--- src/rtl/iob_clint_pkg.sv ---
// Shared CLINT address map and ticker state encoding.
package iob_clint_pkg;

    localparam logic [15:0] MSIP_BASE     = 16'h0000;
    localparam logic [15:0] MTIMECMP_BASE = 16'h4000;
    localparam logic [15:0] MTIME_BASE    = 16'hBFF8;

    typedef enum logic [3:0] {
        ST_IDLE,
        ST_RD_HI0,
        ST_RD_LO,
        ST_RD_HI1,
        ST_WR_LO_MAX,
        ST_WR_HI,
        ST_WR_LO,
        ST_WAIT_IRQ,
        ST_TICK,
        ST_DISARM
    } ticker_state_t;

    // Byte address of the low (hi=0) or high (hi=1) word of a hart's mtimecmp.
    function automatic logic [15:0] mtimecmp_addr(input int unsigned hart, input logic hi);
        logic [15:0] base;
        base = MTIMECMP_BASE + 16'(hart * 8);
        return hi ? base + 16'h4 : base;
    endfunction

    // States that own a bus access.
    function automatic logic is_bus_state(input ticker_state_t s);
        return (s == ST_RD_HI0) || (s == ST_RD_LO) || (s == ST_RD_HI1) ||
               (s == ST_WR_LO_MAX) || (s == ST_WR_HI) || (s == ST_WR_LO) ||
               (s == ST_DISARM);
    endfunction

endpackage

--- src/rtl/iob_clint_ticker_if.sv ---
// Native IOb bus bundle between the ticker (master) and the CLINT (slave).
interface iob_clint_ticker_if #(
    parameter int ADDR_W = 16,
    parameter int DATA_W = 32
);
    logic                  valid;
    logic [ADDR_W-1:0]     address;
    logic [DATA_W-1:0]     wdata;
    logic [DATA_W/8-1:0]   wstrb;
    logic [DATA_W-1:0]     rdata;
    logic                  ready;

    modport master (output valid, address, wdata, wstrb, input rdata, ready);
    modport slave  (input valid, address, wdata, wstrb, output rdata, ready);
endinterface

--- src/rtl/iob_clint_bus_issue.sv ---
// One-shot bus access: valid for a single cycle, request held until ready,
// then a registered done pulse with the captured read data.
module iob_clint_bus_issue #(
    parameter int ADDR_W = 16,
    parameter int DATA_W = 32
) (
    input  logic                clk,
    input  logic                rst_n,
    input  logic                start_i,
    input  logic [ADDR_W-1:0]   addr_i,
    input  logic [DATA_W-1:0]   wdata_i,
    input  logic                wr_i,
    output logic                valid_o,
    output logic [ADDR_W-1:0]   address_o,
    output logic [DATA_W-1:0]   wdata_o,
    output logic [DATA_W/8-1:0] wstrb_o,
    input  logic [DATA_W-1:0]   rdata_i,
    input  logic                ready_i,
    output logic                done_o,
    output logic [DATA_W-1:0]   rdata_o,
    output logic                busy_o
);

    logic                valid_q;
    logic                pend_q;
    logic                done_q;
    logic [ADDR_W-1:0]   addr_q;
    logic [DATA_W-1:0]   wdata_q;
    logic [DATA_W/8-1:0] wstrb_q;
    logic [DATA_W-1:0]   rdata_q;

    // Launch on start, then wait for ready; ready during the valid cycle is not a completion.
    always_ff @(posedge clk or negedge rst_n) begin
        if (!rst_n) begin
            valid_q <= 1'b0;
            pend_q  <= 1'b0;
            done_q  <= 1'b0;
            addr_q  <= '0;
            wdata_q <= '0;
            wstrb_q <= '0;
            rdata_q <= '0;
        end else begin
            valid_q <= 1'b0;
            done_q  <= 1'b0;
            if (start_i && !pend_q) begin
                valid_q <= 1'b1;
                pend_q  <= 1'b1;
                addr_q  <= addr_i;
                wdata_q <= wdata_i;
                wstrb_q <= wr_i ? '1 : '0;
            end else if (pend_q && !valid_q && ready_i) begin
                pend_q  <= 1'b0;
                done_q  <= 1'b1;
                rdata_q <= rdata_i;
            end
        end
    end

    assign valid_o   = valid_q;
    assign address_o = addr_q;
    assign wdata_o   = wdata_q;
    assign wstrb_o   = wstrb_q;
    assign done_o    = done_q;
    assign rdata_o   = rdata_q;
    assign busy_o    = pend_q;

endmodule

--- src/rtl/iob_clint_ticker.sv ---
// Periodic tick generator that programs a CLINT mtimecmp and waits for mtip.
//
// state        | meaning
// IDLE         | disarmed, no traffic
// RD_HI0       | read mtime high word (first sample)
// RD_LO        | read mtime low word
// RD_HI1       | re-read mtime high word, restart on mismatch
// WR_LO_MAX    | park mtimecmp low at all ones while high is updated
// WR_HI        | write target high word
// WR_LO        | write target low word
// WAIT_IRQ     | armed, waiting for mtip
// TICK         | one-cycle tick, advance target by period
// DISARM       | write mtimecmp high to all ones, then IDLE
module iob_clint_ticker
    import iob_clint_pkg::*;
#(
    parameter int ADDR_W = 16,
    parameter int DATA_W = 32,
    parameter int HART   = 0
) (
    input  logic                 clk,
    input  logic                 rst_n,
    input  logic                 en,
    input  logic [31:0]          period,
    input  logic                 mtip_i,
    iob_clint_ticker_if.master   bus,
    output logic                 tick,
    output logic [31:0]          tick_count,
    output logic                 busy
);

    localparam logic [15:0] CMP_LO   = mtimecmp_addr(HART, 1'b0);
    localparam logic [15:0] CMP_HI   = mtimecmp_addr(HART, 1'b1);
    localparam logic [15:0] MTIME_HI = MTIME_BASE + 16'h4;

    ticker_state_t     state_q;
    logic [63:0]       target_q;
    logic [31:0]       hi0_q;
    logic [31:0]       lo_q;
    logic [31:0]       tick_count_q;
    logic              issued_q;
    logic              en_q;

    logic              start;
    logic [ADDR_W-1:0] req_addr;
    logic [DATA_W-1:0] req_wdata;
    logic              req_wr;
    logic              bus_done;
    logic [DATA_W-1:0] bus_rdata;
    logic              bus_pend;
    logic [31:0]       rd_word;

    // DISARM must go out even with en low; every other access needs en.
    assign start   = is_bus_state(state_q) && !issued_q && !bus_pend &&
                     (en || (state_q == ST_DISARM));
    assign rd_word = 32'(bus_rdata);

    // Request address/data for the access owned by the current state.
    always_comb begin
        req_addr  = '0;
        req_wdata = '0;
        req_wr    = 1'b0;
        case (state_q)
            ST_RD_HI0, ST_RD_HI1: req_addr = ADDR_W'(MTIME_HI);
            ST_RD_LO:             req_addr = ADDR_W'(MTIME_BASE);
            ST_WR_LO_MAX: begin
                req_addr  = ADDR_W'(CMP_LO);
                req_wdata = '1;
                req_wr    = 1'b1;
            end
            ST_WR_HI: begin
                req_addr  = ADDR_W'(CMP_HI);
                req_wdata = DATA_W'(target_q[63:32]);
                req_wr    = 1'b1;
            end
            ST_WR_LO: begin
                req_addr  = ADDR_W'(CMP_LO);
                req_wdata = DATA_W'(target_q[31:0]);
                req_wr    = 1'b1;
            end
            ST_DISARM: begin
                req_addr  = ADDR_W'(CMP_HI);
                req_wdata = '1;
                req_wr    = 1'b1;
            end
            default: ;
        endcase
    end

    iob_clint_bus_issue #(
        .ADDR_W(ADDR_W),
        .DATA_W(DATA_W)
    ) u_issue (
        .clk       (clk),
        .rst_n     (rst_n),
        .start_i   (start),
        .addr_i    (req_addr),
        .wdata_i   (req_wdata),
        .wr_i      (req_wr),
        .valid_o   (bus.valid),
        .address_o (bus.address),
        .wdata_o   (bus.wdata),
        .wstrb_o   (bus.wstrb),
        .rdata_i   (bus.rdata),
        .ready_i   (bus.ready),
        .done_o    (bus_done),
        .rdata_o   (bus_rdata),
        .busy_o    (bus_pend)
    );

    // Sequencer: read mtime safely, arm mtimecmp, tick, re-arm drift-free, disarm on en low.
    always_ff @(posedge clk or negedge rst_n) begin
        if (!rst_n) begin
            state_q      <= ST_IDLE;
            target_q     <= '0;
            hi0_q        <= '0;
            lo_q         <= '0;
            tick_count_q <= '0;
            issued_q     <= 1'b0;
            en_q         <= 1'b0;
        end else begin
            en_q <= en;
            case (state_q)
                ST_IDLE: begin
                    if (en && (period != '0)) begin
                        state_q <= ST_RD_HI0;
                    end else if (en_q && !en) begin
                        state_q <= ST_DISARM;
                    end
                end
                ST_WAIT_IRQ: begin
                    if (!en) begin
                        state_q <= ST_DISARM;
                    end else if (mtip_i) begin
                        state_q      <= ST_TICK;
                        tick_count_q <= tick_count_q + 32'd1;
                    end
                end
                ST_TICK: begin
                    if (!en) begin
                        state_q <= ST_DISARM;
                    end else begin
                        target_q <= target_q + {32'd0, period};
                        state_q  <= ST_WR_LO_MAX;
                    end
                end
                default: begin
                    if (bus_done) begin
                        issued_q <= 1'b0;
                        if (!en && (state_q != ST_DISARM)) begin
                            state_q <= ST_DISARM;
                        end else begin
                            case (state_q)
                                ST_RD_HI0: begin
                                    hi0_q   <= rd_word;
                                    state_q <= ST_RD_LO;
                                end
                                ST_RD_LO: begin
                                    lo_q    <= rd_word;
                                    state_q <= ST_RD_HI1;
                                end
                                ST_RD_HI1: begin
                                    if (rd_word != hi0_q) begin
                                        state_q <= ST_RD_HI0;
                                    end else begin
                                        target_q <= {hi0_q, lo_q} + {32'd0, period};
                                        state_q  <= ST_WR_LO_MAX;
                                    end
                                end
                                ST_WR_LO_MAX: state_q <= ST_WR_HI;
                                ST_WR_HI:     state_q <= ST_WR_LO;
                                ST_WR_LO:     state_q <= ST_WAIT_IRQ;
                                default:      state_q <= ST_IDLE;
                            endcase
                        end
                    end else if (!issued_q) begin
                        if (start) begin
                            issued_q <= 1'b1;
                        end else if (!bus_pend) begin
                            state_q <= ST_DISARM;
                        end
                    end
                end
            endcase
        end
    end

    assign tick       = (state_q == ST_TICK);
    assign busy       = (state_q != ST_IDLE);
    assign tick_count = tick_count_q;

endmodule

--- src/flat_wrapper.sv ---
// flat-port wrapper written by rule: the top's interface ports become plain ports
module iob_clint_ticker_flat import iob_clint_pkg::*;
#(
    parameter int ADDR_W = 16,
    parameter int DATA_W = 32,
    parameter int HART   = 0
)
  (clk, rst_n, en, period, mtip_i, tick, tick_count, busy, bus_valid, bus_address, bus_wdata, bus_wstrb, bus_rdata, bus_ready);
  iob_clint_ticker_if #(.ADDR_W(ADDR_W), .DATA_W(DATA_W)) bus_i ();
  input  logic clk;
  input  logic rst_n;
  input  logic en;
  input  logic [31:0] period;
  input  logic mtip_i;
  output logic tick;
  output logic [31:0] tick_count;
  output logic busy;
  output wire logic [$bits(bus_i.valid)-1:0] bus_valid;
  output wire logic [$bits(bus_i.address)-1:0] bus_address;
  output wire logic [$bits(bus_i.wdata)-1:0] bus_wdata;
  output wire logic [$bits(bus_i.wstrb)-1:0] bus_wstrb;
  input wire logic [$bits(bus_i.rdata)-1:0] bus_rdata;
  input wire logic [$bits(bus_i.ready)-1:0] bus_ready;
  assign bus_valid = bus_i.valid;
  assign bus_address = bus_i.address;
  assign bus_wdata = bus_i.wdata;
  assign bus_wstrb = bus_i.wstrb;
  assign bus_i.rdata = bus_rdata;
  assign bus_i.ready = bus_ready;
  iob_clint_ticker #(.ADDR_W(ADDR_W), .DATA_W(DATA_W), .HART(HART)) u_core (.clk(clk), .rst_n(rst_n), .en(en), .period(period), .mtip_i(mtip_i), .bus(bus_i), .tick(tick), .tick_count(tick_count), .busy(busy));
endmodule
--- config.mk ---
export PLATFORM = sky130hd
export DESIGN_NAME = iob_clint_ticker_flat
export DESIGN_NICKNAME = d
export VERILOG_FILES = /design/src/rtl/iob_clint_pkg.sv /design/src/rtl/iob_clint_ticker_if.sv /design/src/rtl/iob_clint_bus_issue.sv /design/src/rtl/iob_clint_ticker.sv /design/src/flat_wrapper.sv
export SDC_FILE = /design/constraint.sdc
export NUM_CORES = 1
export LEC_CHECK = 0
export ABC_AREA = 1
export BUFFER_PORTS_ARGS = -buffer_cell sky130_fd_sc_hd__clkbuf_2
export CAP_MARGIN = 20
export CORE_MARGIN = 5
export CORE_UTILIZATION = 40
export DETAILED_ROUTE_END_ITERATION = 10
export PLACE_DENSITY = 0.55
export SLEW_MARGIN = 20
export SYNTH_ARGS = -nofsm -noshare
export SYNTH_HDL_FRONTEND = slang
export SYNTH_SLANG_ARGS = --single-unit
export TNS_END_PERCENT = 10
--- constraint.sdc ---
create_clock -name clk -period 7.6 [get_ports clk]
set_input_delay 0.38 -clock clk [delete_from_list [all_inputs] [get_ports clk]]
set_output_delay 0.38 -clock clk [all_outputs]
set_load 0.02 [all_outputs]
==> out/summary.json, run 1 <==
{
  "final-seq-area": {"value": 5930, "unit": "µm²"},
  "number_of_cells_on_the_worst_reg_to_reg_path": {"value": 17},
  "synth-seq-area-share": {"value": 0.397},
  "setup_slack_reg_to_reg": {"value": 3180, "unit": "ps"},
  "root_buf_cell": {"value": "clkbuf_16"},
  "crit_path_top_delay_cell": {"value": "o21ai_0"},
  "setup.worst_path.start": {"value": "u_core.state_q[3]"},
  "routed-via-count": {"value": 14100},
  "estimated_wirelength_of_the_detail_placed_design": {"value": 39.1, "unit": "mm"},
  "synth-compound-area-share": {"value": 0.0930},
  "die_w": {"value": 203, "unit": "µm"},
  "post_synth_and_or_nand_nor_area_fraction": {"value": 0.342},
  "finalClockSkew": {"value": 19.1, "unit": "ps"},
  "crit_required": {"value": 8080, "unit": "ps"},
  "power.ir.vdd_worst": {"value": 0.175, "unit": "mV"},
  "cp_cell_sequence": {"value": "inv_2, nor2_8, nand2_4, buf_4, o21ai_0, ha_1, nand2_1, inv_1, a21oi_1, o21ai_0, inv_1, nor2_1, nor2_1, nand2_1, nand2_1, nand2_1, o21ai_0"},
  "drive_above_1_share": {"value": 0.125},
  "crit_buf_inv": {"value": 4},
  "areaGrowthSynthToFinish": {"value": 14.6, "unit": "%"},
  "placer_congestion_estimate": {"value": 1.01},
  "grt_usage": {"value": 0.242},
  "maxCapViolations": {"value": 0},
  "drv_slew": {"value": 0},
  "tmin_final": {"value": 4420, "unit": "ps"},
  "yosys.area_share.adder": {"value": 0.0298},
  "via_per_inst": {"value": 5.11},
  "arrival": {"value": 4900, "unit": "ps"},
  "async_reset_ff_frac": {"value": 1.00},
  "number_of_flops_mapped_to_enable_cells_by_yosys": {"value": 0},
  "rr_startpoint": {"value": "u_core.state_q[3]"},
  "htree_levels": {"value": 1},
  "synth.ff_latch_count": {"value": 237},
  "drcViolationCount": {"value": 0},
  "worst_slack": {"value": 3180, "unit": "ps"},
  "grt_pass1_vias": {"value": 13400},
  "drt-total-wl": {"value": 50.9, "unit": "mm"},
  "clk_pin_slew": {"value": 60, "unit": "ps"},
  "y_dimension_of_the_die": {"value": 203, "unit": "µm"},
  "synth_xor_xnor_area_share": {"value": 0.0393},
  "initial_antenna_violation_count": {"value": 1},
  "worstPathMaxFanout": {"value": 63},
  "totalNegativeSetupSlack": {"value": 0, "unit": "ps"},
  "synth_top_family_by_area": {"value": "simple AND/OR/NAND/NOR gates"},
  "crit_path_frequent_cell": {"value": "nand2_1"},
  "post_synth_mux_area_share": {"value": 0},
  "critical_path_cell_count": {"value": 17},
  "yosysUniqueCellTypes": {"value": 48},
  "layout.filler_cells": {"value": 3872},
  "synthesis.instances": {"value": 2142},
  "critPathCaptureType": {"value": "register"},
  "antenna-diode-count": {"value": 0},
  "cts-buffers-inserted": {"value": 30},
  "actual_slew_at_the_worst_max_slew_pin": {"value": 1000, "unit": "ps"},
  "wl_per_cell": {"value": 18.5, "unit": "µm"},
  "core": {"value": 36700, "unit": "µm²"},
  "timing.max_slew.rel_slack": {"value": 0.333},
  "cts_max_path_buffers": {"value": 3},
  "static-leakage-power": {"value": 0.00876, "unit": "µW"},
  "count_of_pins_on_the_block_boundary": {"value": 156},
  "main_flop_type_after_synthesis": {"value": "dfrtp_1"},
  "core.rowCount": {"value": 70},
  "setup_repair_after_global_routing_missed_its_margin": {"value": "no"},
  "finalNetCount": {"value": 2365},
  "globalRouteOverflowTotal": {"value": 0},
  "postRouteAntennaNets": {"value": 0},
  "resized_cells_post_cts": {"value": 0},
  "critical_path.top_delay_family": {"value": "simple AND/OR/NAND/NOR gates"},
  "cp-endpoint": {"value": "u_core.target_q[33]"},
  "critical_path_class": {"value": "register to register"},
  "min-delay-path-class": {"value": "input port to register"},
  "yosysWarningCount": {"value": 0},
  "maxClockFrequency": {"value": 0.226, "unit": "GHz"},
  "initial_core_util": {"value": 0.407},
  "numPortBuffers": {"value": 153},
  "cpPeakStageDelay": {"value": 580, "unit": "ps"},
  "clock_sinks": {"value": 237},
  "worst_setup_path_start_kind": {"value": "register"},
  "powerDensity": {"value": 362, "unit": "nW/µm²"},
  "total_power": {"value": 6200, "unit": "µW"},
  "rr_endpoint": {"value": "u_core.target_q[33]"},
  "clock_insertion_delay_worst_skew": {"value": 570, "unit": "ps"},
  "dp_slack": {"value": 3270, "unit": "ps"},
  "grt_first_pass_wirelength": {"value": 79.2, "unit": "mm"},
  "hold_violations": {"value": 0},
  "clock_tree_from_tritoncts": {"value": "yes"},
  "synth_area": {"value": 14900, "unit": "µm²"},
  "area_of_combinational_cells_with_multiple_inputs": {"value": 7550, "unit": "µm²"},
  "design.die.area": {"value": 41300, "unit": "µm²"},
  "grt_max_degree": {"value": 109},
  "outcome": {"value": "finished, final reports clean"},
  "drt_first_pass_iters": {"value": 7},
  "fin_crit_sh": {"value": 0.582},
  "postSynthAreaPerCell": {"value": 6.97, "unit": "µm²"},
  "drt-initial-drc-count": {"value": 1404},
  "setup_viol": {"value": 0}
}
worst register-to-register path: stages (launching register included):
cell	delay (ps)
dfrtp_1	440
inv_2	100
nor2_8	430
nand2_4	450
buf_4	470
o21ai_0	600
ha_1	430
nand2_1	120
inv_1	60
a21oi_1	190
o21ai_0	140
inv_1	90
nor2_1	60
nor2_1	180
nand2_1	230
nand2_1	120
nand2_1	60
o21ai_0	150
where the power goes:
group	switching, µW	internal, µW
Clock	584	970
Combinational	1890	753
Sequential	338	1660
Total	2810	3390
routing by layer:
metal	wire length, µm	share of wire	track usage	vias to the layer above
met3	3150	0.062	0.0286	66
met5	13	0.00026	0	-
met4	1280	0.025	0.0597	2
li1	-	-	-	6990
met2	21600	0.42	0.361	426
met1	24900	0.49	0.374	6578
per-stage QoR:
step | std cells | instance area (µm²) | hold WS (ps) | utilization
after floorplan | 2143 | 14900 | 84.4 | -
after global placement | 2689 | 15900 | 457 | 0.434
after detailed placement | 2689 | 15900 | 465 | 0.434
after CTS | 2752 | 17100 | 1.98 | 0.466
after global routing | 2752 | 17100 | 26.6 | 0.466
final | 2752 | 17100 | 22.7 | 0.466
synth_stat cells, types with 4 or more instances:
cell type,number,area share
nand2_1,798,0.20
inv_1,268,0.067
dfrtp_1,237,0.40
o21ai_0,141,0.047
nor2_1,136,0.034
nand3_1,129,0.043
nand4_1,41,0.017
clkbuf_1,40,0.010
o21ai_1,39,0.013
ha_1,34,0.028
xnor2_1,34,0.020
xor2_1,33,0.019
a21oi_1,31,0.010
o211ai_1,28,0.014
nand2_2,19,0.0080
buf_2,18,0.0060
buf_4,17,0.0085
nor3_1,13,0.0044
nor2_4,10,0.0075
nor2_2,9,0.0038
inv_2,7,0.0018
buf_6,6,0.0045
nand3b_1,5,0.0025
nor3_2,5,0.0034
o221ai_1,5,0.0029
or2_2,4,0.0017
cell type report:
type	count	share of cell area
repair buffers	169	0.0535
multi-input cells	1547	0.441
clock inverters	14	0.0129
well taps	468	0.0342
clock buffers	41	0.0510
inverters	276	0.0605
flip-flops and latches	237	0.347
state kept, by name (all words and copies together) (netlist names), 3 cells and up:
signal                    cells
u_core.hi0_q                 32
u_core.lo_q                  32
u_core.state_q                4
u_core.target_q              64
u_core.tick_count            32
u_core.u_issue.address_o      3
u_core.u_issue.rdata_o       32
u_core.u_issue.wdata_o       32
how the worst min path moves through the flow:
| stage | from | end | slack, ps | cells past startpoint |
|---|---|---|---|---|
| 4_1_cts | bus_rdata[23] | u_core.u_issue.rdata_o[23] | 2 | 3 |
| 6_report | bus_rdata[17] | u_core.u_issue.rdata_o[17] | 20 | 3 |
| 2_1_floorplan | rst_n | u_core.en_q | 80 | 0 |
| 3_5_place_dp | u_core.u_issue.wdata_o[1] | u_core.u_issue.wdata_o[1] | 460 | 2 |
| 5_1_grt | bus_rdata[10] | u_core.u_issue.rdata_o[10] | 30 | 3 |
| 3_3_place_gp | u_core.u_issue.address_o[14] | u_core.u_issue.address_o[14] | 460 | 2 |
cells in the final DEF, fill, tap and decap left out, types with 28 or more instances in the layout:
cell and n:
a21oi_1 31, o21ai_0 141, o211ai_1 28, clkbuf_2 152
xnor2_1 34, nand3_1 129, clkbuf_16 30, ha_1 34
o21ai_1 39, nand2_1 797, nor2_1 135, dfrtp_1 237
nand4_1 41, inv_1 267, xor2_1 33
logic make-up (layout without fill, tap and decap cells):
logic type | count (synthesis) | in the layout
xor+xnor | 67 | 67
compound gates | 254 | 254
other cells | 1 | 2
fa+ha+maj | 35 | 35
simple gates | 1189 | 1189
buf+inv | 359 | 500
flops | 237 | 237
repair_timing:
| item | CTS | global route |
|---|---|---|
| endpoints found under the hold margin | 113 | 0 |
| setup buffers | 0 | 0 |
| hold buffers | 8 | 0 |
No activity file was read; power rests on OpenSTA's default activity.
==> run 2, diff against run 1 <==
--- a/config.mk
+++ b/config.mk
@@ -11,7 +11,7 @@
 export CORE_MARGIN = 5
 export CORE_UTILIZATION = 40
 export DETAILED_ROUTE_END_ITERATION = 10
-export PLACE_DENSITY = 0.55
+export PLACE_DENSITY = 0.57
 export SLEW_MARGIN = 20
 export SYNTH_ARGS = -nofsm -noshare
 export SYNTH_HDL_FRONTEND = slang
==> constraint.sdc (replaced) <==
create_clock -name clk -period 3.55 [get_ports clk]
set_input_delay 0.1775 -clock clk [delete_from_list [all_inputs] [get_ports clk]]
set_output_delay 0.1775 -clock clk [all_outputs]
set_load 0.02 [all_outputs]
==> out/summary.json, run 2 (synthesized netlist as in run 1, its figures left out) <==
{
  "min-delay-path-class": {"value": "input port to register", "change": "unchanged"},
  "htree_levels": {"value": 1, "change": "unchanged"},
  "met3RoutedLength": {"value": 3.45, "unit": "mm", "change": "was 3.15 mm"},
  "wl_met2": {"value": 21.0, "unit": "mm", "change": "was 21.6 mm"},
  "initial_core_util": {"value": 0.407, "change": "unchanged"},
  "count_of_pins_on_the_block_boundary": {"value": 156, "change": "unchanged"},
  "placer_congestion_estimate": {"value": 0.972, "change": "was 1.01"},
  "crit_required": {"value": 4070, "unit": "ps", "change": "was 8080 ps"},
  "crit_path_top_delay_cell": {"value": "dfrtp_2", "change": "was o21ai_0"},
  "setup_repair_after_global_routing_missed_its_margin": {"value": "no", "change": "unchanged"},
  "drcViolationCount": {"value": 0, "change": "unchanged"},
  "grt_usage": {"value": 0.240, "change": "was 0.242"},
  "estimated_wirelength_of_the_detail_placed_design": {"value": 39.3, "unit": "mm", "change": "was 39.1 mm"},
  "cp_cell_sequence": {"value": "inv_2, nor2_8, nand2_8, buf_4, buf_4, o21ai_0, ha_1, nand2_1, o21bai_1, nor2_1, nand2_1, nand2_1, nand2_1, nand2_1, nand2_1, nand2_1, nand2_1, nand3_1, nand2_1", "change": "was inv_2, nor2_8, nand2_4, buf_4, o21ai_0, ha_1, nand2_1, inv_1, a21oi_1, o21ai_0, inv_1, nor2_1, nor2_1, nand2_1, nand2_1, nand2_1, o21ai_0"},
  "largest_reg_flops": {"value": 64, "change": "unchanged"},
  "grt_pass1_vias": {"value": 13200, "change": "was 13.4k"},
  "drv_slew": {"value": 0, "change": "unchanged"},
  "grt_max_degree": {"value": 110, "change": "was 109"},
  "regMostFlops": {"value": "u_core.target_q", "change": "unchanged"},
  "critical_path.top_delay_family": {"value": "simple AND/OR/NAND/NOR gates", "change": "unchanged"},
  "relative_contribution_of_the_clock_network_to_total_power": {"value": 0.247, "change": "was 0.251"},
  "via_per_inst": {"value": 5.07, "change": "was 5.11"},
  "power.ir.vdd_worst": {"value": 0.455, "unit": "mV", "change": "was 0.175 mV"},
  "worstPathMaxFanout": {"value": 20, "change": "was 63"},
  "sw_frac_of_total": {"value": 0.451, "change": "was 0.454"},
  "drt-total-wl": {"value": 50.7, "unit": "mm", "change": "was 50.9 mm"},
  "clock_tree_from_tritoncts": {"value": "yes", "change": "unchanged"},
  "core.rowCount": {"value": 70, "change": "unchanged"},
  "outcome": {"value": "finished, final reports clean", "change": "unchanged"},
  "cts_max_path_buffers": {"value": 3, "change": "unchanged"},
  "critPathCaptureType": {"value": "register", "change": "unchanged"},
  "maxUsedRoutingLayer": {"value": "met4", "change": "was met5"},
  "timing.max_slew.rel_slack": {"value": 0.280, "change": "was 0.333"},
  "areaGrowthSynthToFinish": {"value": 17.5, "unit": "%", "change": "was 14.6%"},
  "routed-via-count": {"value": 14100, "change": "about the same"},
  "setup_viol": {"value": 0, "change": "unchanged"},
  "root_buf_cell": {"value": "clkbuf_16", "change": "unchanged"},
  "finalNetCount": {"value": 2404, "change": "was 2,365"},
  "crit_buf_inv": {"value": 3, "change": "was 4"},
  "powerDensity": {"value": 762, "unit": "nW/µm²", "change": "was 362 nW/µm²"},
  "drt-initial-drc-count": {"value": 1214, "change": "was 1,404"},
  "worst_setup_path_start_kind": {"value": "register", "change": "unchanged"},
  "area_of_combinational_cells_with_multiple_inputs": {"value": 7570, "unit": "µm²", "change": "was 7550 µm²"},
  "clock_insertion_delay_worst_skew": {"value": 590, "unit": "ps", "change": "was 570 ps"},
  "design.die.area": {"value": 41300, "unit": "µm²", "change": "unchanged"},
  "cpPeakStageDelay": {"value": 440, "unit": "ps", "change": "was 580 ps"},
  "cts-buffers-inserted": {"value": 30, "change": "unchanged"},
  "static-leakage-power": {"value": 0.00895, "unit": "µW", "change": "was 0.00876 µW"},
  "critical_path_class": {"value": "register to register", "change": "unchanged"},
  "postRouteAntennaNets": {"value": 0, "change": "unchanged"},
  "drt_first_pass_iters": {"value": 5, "change": "was 7"},
  "comb_power_share": {"value": 0.431, "change": "was 0.426"},
  "grt_first_pass_wirelength": {"value": 78.1, "unit": "mm", "change": "was 79.2 mm"},
  "mostFrequentLayoutCells": {"value": "795 x nand2_1, 267 x inv_1, 234 x dfrtp_1", "change": "was 797 x nand2_1, 267 x inv_1, 237 x dfrtp_1"},
  "maxClockFrequency": {"value": 0.305, "unit": "GHz", "change": "was 0.226 GHz"},
  "wl_per_cell": {"value": 18.2, "unit": "µm", "change": "was 18.5 µm"},
  "power.share.sequential": {"value": 0.322, "change": "was 0.323"},
  "total_net_switching_power": {"value": 6030, "unit": "µW", "change": "was 2810 µW"},
  "layout.filler_cells": {"value": 3755, "change": "was 3,872"},
  "crit_path_frequent_cell": {"value": "nand2_1", "change": "unchanged"},
  "y_dimension_of_the_die": {"value": 203, "unit": "µm", "change": "unchanged"},
  "maxCapViolations": {"value": 0, "change": "unchanged"},
  "totalNegativeSetupSlack": {"value": 0, "unit": "ps", "change": "unchanged"},
  "core": {"value": 36700, "unit": "µm²", "change": "unchanged"},
  "arrival": {"value": 3800, "unit": "ps", "change": "was 4900 ps"},
  "worst_slack": {"value": 276, "unit": "ps", "change": "was 3180 ps"},
  "drive_above_1_share": {"value": 0.130, "change": "was 0.125"},
  "dp_slack": {"value": 166, "unit": "ps", "change": "was 3270 ps"},
  "final-seq-area": {"value": 5930, "unit": "µm²", "change": "about the same"},
  "finalClockSkew": {"value": 18.1, "unit": "ps", "change": "was 19.1 ps"},
  "fin_crit_sh": {"value": 0.922, "change": "was 0.582"},
  "wl_met1": {"value": 24.4, "unit": "mm", "change": "was 24.9 mm"},
  "die_w": {"value": 203, "unit": "µm", "change": "unchanged"},
  "initial_antenna_violation_count": {"value": 0, "change": "was 1"},
  "tmin_final": {"value": 3270, "unit": "ps", "change": "was 4420 ps"},
  "antenna-diode-count": {"value": 0, "change": "unchanged"},
  "globalRouteOverflowTotal": {"value": 0, "change": "unchanged"},
  "actual_slew_at_the_worst_max_slew_pin": {"value": 1080, "unit": "ps", "change": "was 1000 ps"},
  "layout.cells.most_common": {"value": "nand2_1", "change": "unchanged"},
  "clk_pin_slew": {"value": 60, "unit": "ps", "change": "about the same"},
  "numPortBuffers": {"value": 153, "change": "unchanged"},
  "hold_violations": {"value": 0, "change": "unchanged"},
  "internal_power": {"value": 7350, "unit": "µW", "change": "was 3390 µW"},
  "clock_sinks": {"value": 237, "change": "unchanged"}
}
## run 2: cell types whose count changed in the layout (fill, tap and decap cells not counted), moves of 2 or more
cell           before  now
dfrtp_1           237  234
clkbuf_1            3    5
dfrtp_2             0    3
buf_4               8   16
buf_12              0    3
nand2_1           797  795
dlygate4sd3_1       8   35
clkinvlp_4          3    1
## run 2: power groups by stage
stage                     Sequential, µW  Combinational, µW  Clock, µW
final                               4310               5760       3300
after global routing                4410               6430       3480
after CTS                           4290               5680       3360
after detailed placement            4330               5620          0
after global placement              4310               5600          0
after floorplan                     4270               3850          0
## run 2: final timing paths
| check | startpoint | end | slack [ps] | cells past startpoint |
|---|---|---|---|---|
| worst max-delay path | u_core.state_q[3] | u_core.target_q[61] | 280 | 19 |
| max in group asynchronous | rst_n | u_core.lo_q[16] | 2350 | 3 |
| min in group asynchronous | rst_n | u_core.u_issue.address_o[14] | 250 | 2 |
| worst min register to register | u_core.tick_count[31] | u_core.tick_count[31] | 460 | 1 |
| worst max register to register | u_core.state_q[3] | u_core.target_q[61] | 280 | 19 |
| worst min-delay path | mtip_i | u_core.tick_count[1] | 70 | 5 |
## run 2: routing by layer
metal,vias to the layer above,GRT usage
li1,7050,-
met1,6595,0.364
met2,429,0.352
met3,75,0.0343
met4,0,0.0749
met5,-,0
## run 2: layout make-up
cell class	count	share of cell area
Timing Repair Buffer	208	0.0759
Tap cell	468	0.0334
Sequential cell	237	0.338
Clock inverter	12	0.0113
Clock buffer	44	0.0509
Inverter	276	0.0590
Multi-Input combinational cell	1547	0.431
## run 2: worst register-to-register path, cell delays in order (launching register included)
cell and delay (ps):
dfrtp_2 440, inv_2 110, nor2_8 50, nand2_8 130
buf_4 260, buf_4 180, o21ai_0 80, ha_1 410
nand2_1 140, o21bai_1 360, nor2_1 90, nand2_1 150
nand2_1 70, nand2_1 120, nand2_1 100, nand2_1 210
nand2_1 100, nand2_1 70, nand3_1 70, nand2_1 70
## run 2: stage by stage
step           cells  instance area (µm²)  power (µW)   util  hold slack, ps
6_report        2792                17500       13400  0.478            66.6
3_3_place_gp    2699                16000        9900  0.437             331
2_1_floorplan   2143                14900        8120      -            -118
4_1_cts         2790                17500       13300  0.477            54.0
3_5_place_dp    2699                16000        9950  0.437             330
5_1_grt         2792                17500       14300  0.478             111
## run 2: timing repair
item                       CTS  global route
setup endpoints to repair    0            10
hold buffers                35             0
setup buffers                0             1
hold endpoints to repair   139             0
gates resized for setup      0             9
==> run 3, diff against run 2 <==
--- a/config.mk
+++ b/config.mk
@@ -8,10 +8,11 @@
 export ABC_AREA = 1
 export BUFFER_PORTS_ARGS = -buffer_cell sky130_fd_sc_hd__clkbuf_2
 export CAP_MARGIN = 20
-export CORE_MARGIN = 5
-export CORE_UTILIZATION = 40
+export CORE_MARGIN = 10
+export CORE_UTILIZATION = 54
 export DETAILED_ROUTE_END_ITERATION = 10
-export PLACE_DENSITY = 0.57
+export PLACE_DENSITY = 0.74
+export SETUP_SLACK_MARGIN = 0.5
 export SLEW_MARGIN = 20
 export SYNTH_ARGS = -nofsm -noshare
 export SYNTH_HDL_FRONTEND = slang
==> out/summary.json, run 3 (synthesized netlist as in run 1, its figures left out) <==
{
  "outcome": {"value": "finished, final reports clean", "change": "unchanged"},
  "layout.cells.most_common": {"value": "nand2_1", "change": "unchanged"},
  "crit_path_frequent_cell": {"value": "nand2_1", "change": "unchanged"},
  "cp_cell_sequence": {"value": "nor2_4, nand2_8, buf_12, nand2_1, o21ai_0, ha_1, nand2_1, nor2_1, nand3_1, nand2_2, nand2_1, nand2_2, nand2_1, nand2_2, nand2_1, nand2_4, xor2_2, nand2_1, nand2_1", "change": "was inv_2, nor2_8, nand2_8, buf_4, buf_4, o21ai_0, ha_1, nand2_1, o21bai_1, nor2_1, nand2_1, nand2_1, nand2_1, nand2_1, nand2_1, nand2_1, nand2_1, nand3_1, nand2_1"},
  "arrival": {"value": 3450, "unit": "ps", "change": "was 3800 ps"},
  "fin_crit_sh": {"value": 0.838, "change": "was 0.922"},
  "y_dimension_of_the_die": {"value": 186, "unit": "µm", "change": "was 203 µm"},
  "layoutNonFillerInstCount": {"value": 2711, "change": "was 2,792"},
  "drt-total-wl": {"value": 50.7, "unit": "mm", "change": "about the same"},
  "critPathCaptureType": {"value": "register", "change": "unchanged"},
  "routed-via-count": {"value": 14700, "change": "was 14.1k"},
  "finalClockSkew": {"value": 17.3, "unit": "ps", "change": "was 18.1 ps"},
  "critical_path_class": {"value": "register to register", "change": "unchanged"},
  "powerDensity": {"value": 757, "unit": "nW/µm²", "change": "was 762 nW/µm²"},
  "dp_slack": {"value": 440, "unit": "ps", "change": "was 166 ps"},
  "root_buf_cell": {"value": "clkbuf_16", "change": "unchanged"},
  "count_of_pins_on_the_block_boundary": {"value": 156, "change": "unchanged"},
  "actual_slew_at_the_worst_max_slew_pin": {"value": 1040, "unit": "ps", "change": "was 1080 ps"},
  "postRouteAntennaNets": {"value": 0, "change": "unchanged"},
  "die_w": {"value": 186, "unit": "µm", "change": "was 203 µm"},
  "setup_repair_after_global_routing_missed_its_margin": {"value": "yes", "change": "was no"},
  "min-delay-path-class": {"value": "input port to register", "change": "unchanged"},
  "design.die.area": {"value": 34700, "unit": "µm²", "change": "was 41,300 µm²"},
  "clock_insertion_delay_worst_skew": {"value": 550, "unit": "ps", "change": "was 590 ps"},
  "placer_congestion_estimate": {"value": 1.03, "change": "was 0.972"},
  "worst_setup_path_start_kind": {"value": "register", "change": "unchanged"},
  "core.rowCount": {"value": 60, "change": "was 70"},
  "largest_reg_flops": {"value": 64, "change": "unchanged"},
  "crit_required": {"value": 4020, "unit": "ps", "change": "was 4070 ps"},
  "cts_max_path_buffers": {"value": 3, "change": "unchanged"},
  "dp_cells": {"value": 2603, "change": "was 2,699"},
  "power.ir.vdd_worst": {"value": 0.460, "unit": "mV", "change": "was 0.455 mV"},
  "maxClockFrequency": {"value": 0.336, "unit": "GHz", "change": "was 0.305 GHz"},
  "drv_slew": {"value": 0, "change": "unchanged"},
  "drcViolationCount": {"value": 0, "change": "unchanged"},
  "numPortBuffers": {"value": 153, "change": "unchanged"},
  "static-leakage-power": {"value": 0.00902, "unit": "µW", "change": "was 0.00895 µW"},
  "setup_viol": {"value": 0, "change": "unchanged"},
  "grt_pass1_vias": {"value": 13600, "change": "was 13.2k"},
  "wl_per_cell": {"value": 18.7, "unit": "µm", "change": "was 18.2 µm"},
  "initial_core_util": {"value": 0.551, "change": "was 0.407"},
  "grt_usage": {"value": 0.281, "change": "was 0.240"},
  "areaGrowthSynthToFinish": {"value": 18.2, "unit": "%", "change": "was 17.5%"},
  "clock_sinks": {"value": 237, "change": "unchanged"},
  "totalNegativeSetupSlack": {"value": 0, "unit": "ps", "change": "unchanged"},
  "drt_first_pass_iters": {"value": 5, "change": "unchanged"},
  "grt_max_degree": {"value": 99, "change": "was 110"},
  "total_power": {"value": 13400, "unit": "µW", "change": "about the same"},
  "crit_path_top_delay_cell": {"value": "dfrtp_2", "change": "unchanged"},
  "estimated_wirelength_of_the_detail_placed_design": {"value": 38.1, "unit": "mm", "change": "was 39.3 mm"},
  "initial_antenna_violation_count": {"value": 1, "change": "was 0"},
  "timing.max_slew.rel_slack": {"value": 0.305, "change": "was 0.280"},
  "drt-initial-drc-count": {"value": 1368, "change": "was 1,214"},
  "cpPeakStageDelay": {"value": 420, "unit": "ps", "change": "was 440 ps"},
  "globalRouteOverflowTotal": {"value": 0, "change": "unchanged"},
  "drive_above_1_share": {"value": 0.157, "change": "was 0.130"},
  "via_per_inst": {"value": 5.41, "change": "was 5.07"},
  "grt_first_pass_wirelength": {"value": 78.6, "unit": "mm", "change": "was 78.1 mm"},
  "htree_levels": {"value": 1, "change": "unchanged"},
  "mostFrequentLayoutCells": {"value": "771 x nand2_1, 266 x inv_1, 234 x dfrtp_1", "change": "was 795 x nand2_1, 267 x inv_1, 234 x dfrtp_1"},
  "core": {"value": 27100, "unit": "µm²", "change": "was 36,700 µm²"},
  "maxCapViolations": {"value": 0, "change": "unchanged"},
  "cts-buffers-inserted": {"value": 28, "change": "was 30"},
  "worstPathMaxFanout": {"value": 22, "change": "was 20"},
  "clk_pin_slew": {"value": 60, "unit": "ps", "change": "about the same"},
  "regMostFlops": {"value": "u_core.target_q", "change": "unchanged"},
  "tmin_final": {"value": 2970, "unit": "ps", "change": "was 3270 ps"},
  "clock_tree_from_tritoncts": {"value": "yes", "change": "unchanged"},
  "worst_slack": {"value": 575, "unit": "ps", "change": "was 276 ps"},
  "hold_violations": {"value": 0, "change": "unchanged"},
  "finalNetCount": {"value": 2424, "change": "was 2,404"}
}
[run 3: cell types whose count changed in the layout (fill, tap and decap cells not counted), sizes merged]
cell         change
diode            +1
clkinv           -2
buf             +22
clkbuf           -8
inv              +2
dlygate4sd3      -1
clkinvlp         +1
[run 3: path summary, 6_finish.rpt]
kind / startpoint / to / slack [ps] / cells past startpoint
worst min-delay path: period[0] / u_core.target_q[0] / 40 / 4
worst max register to register: u_core.state_q[1] / u_core.target_q[39] / 580 / 19
min in group asynchronous: rst_n / u_core.target_q[9] / 180 / 2
max in group asynchronous: rst_n / u_core.lo_q[28] / 2430 / 3
worst min register to register: u_core.u_issue.wdata_o[14] / u_core.u_issue.wdata_o[14] / 470 / 2
worst max-delay path: u_core.state_q[1] / u_core.target_q[39] / 580 / 19
[run 3: per-stage QoR]
step                instance area [µm²]  utilization  hold WS, ps
detailed placement                15900        0.588          195
floorplan                         15000            -         -118
global placement                  15900        0.588          186
CTS                               17300        0.639         25.1
finish                            17700        0.652         37.8
global route                      17700        0.652         66.8
[run 3: final cells by class]
type                    count  area [µm²]
flip-flops and latches    237        5930
repair buffers            230        1540
well taps                 372         465
clock buffers              35         757
fillers                  2486        9440
inverters                 276        1040
multi-input cells        1547        7740
clock inverters            13         193
diodes                      1        2.50
[run 3: where the power goes]
part	switching [µW]	internal, µW	total, µW
Clock	1170	1800	2970
Sequential	746	3560	4310
Combinational	4170	1930	6100
Total	6080	7290	13400
[run 3: layer usage]
metal | vias up | wire, µm | GRT usage
met5 | - | 0 | 0
met4 | 0 | 1640 | 0.0929
met3 | 79 | 4850 | 0.0547
met2 | 627 | 21700 | 0.412
met1 | 6841 | 22500 | 0.404
li1 | 7108 | - | -
[run 3: worst max-delay path: cells and delay by family, from the launching register on]
kind	cells	cell delay, ps
AND/OR/NAND/NOR	15	1620
flip-flops	1	420
adder cells (fa/ha/maj)	1	380
buffers and inverters	1	180
XOR/XNOR	1	180
AO/OA/AOI/OAI	1	130
[run 3: timing repair]
action,CTS,global route
setup endpoints to repair,15,41
gates cloned,1,2
pin swaps,0,16
hold buffers,34,0
gates resized for setup,6,61
endpoints found under the hold margin,100,0
buffers inserted,4,18
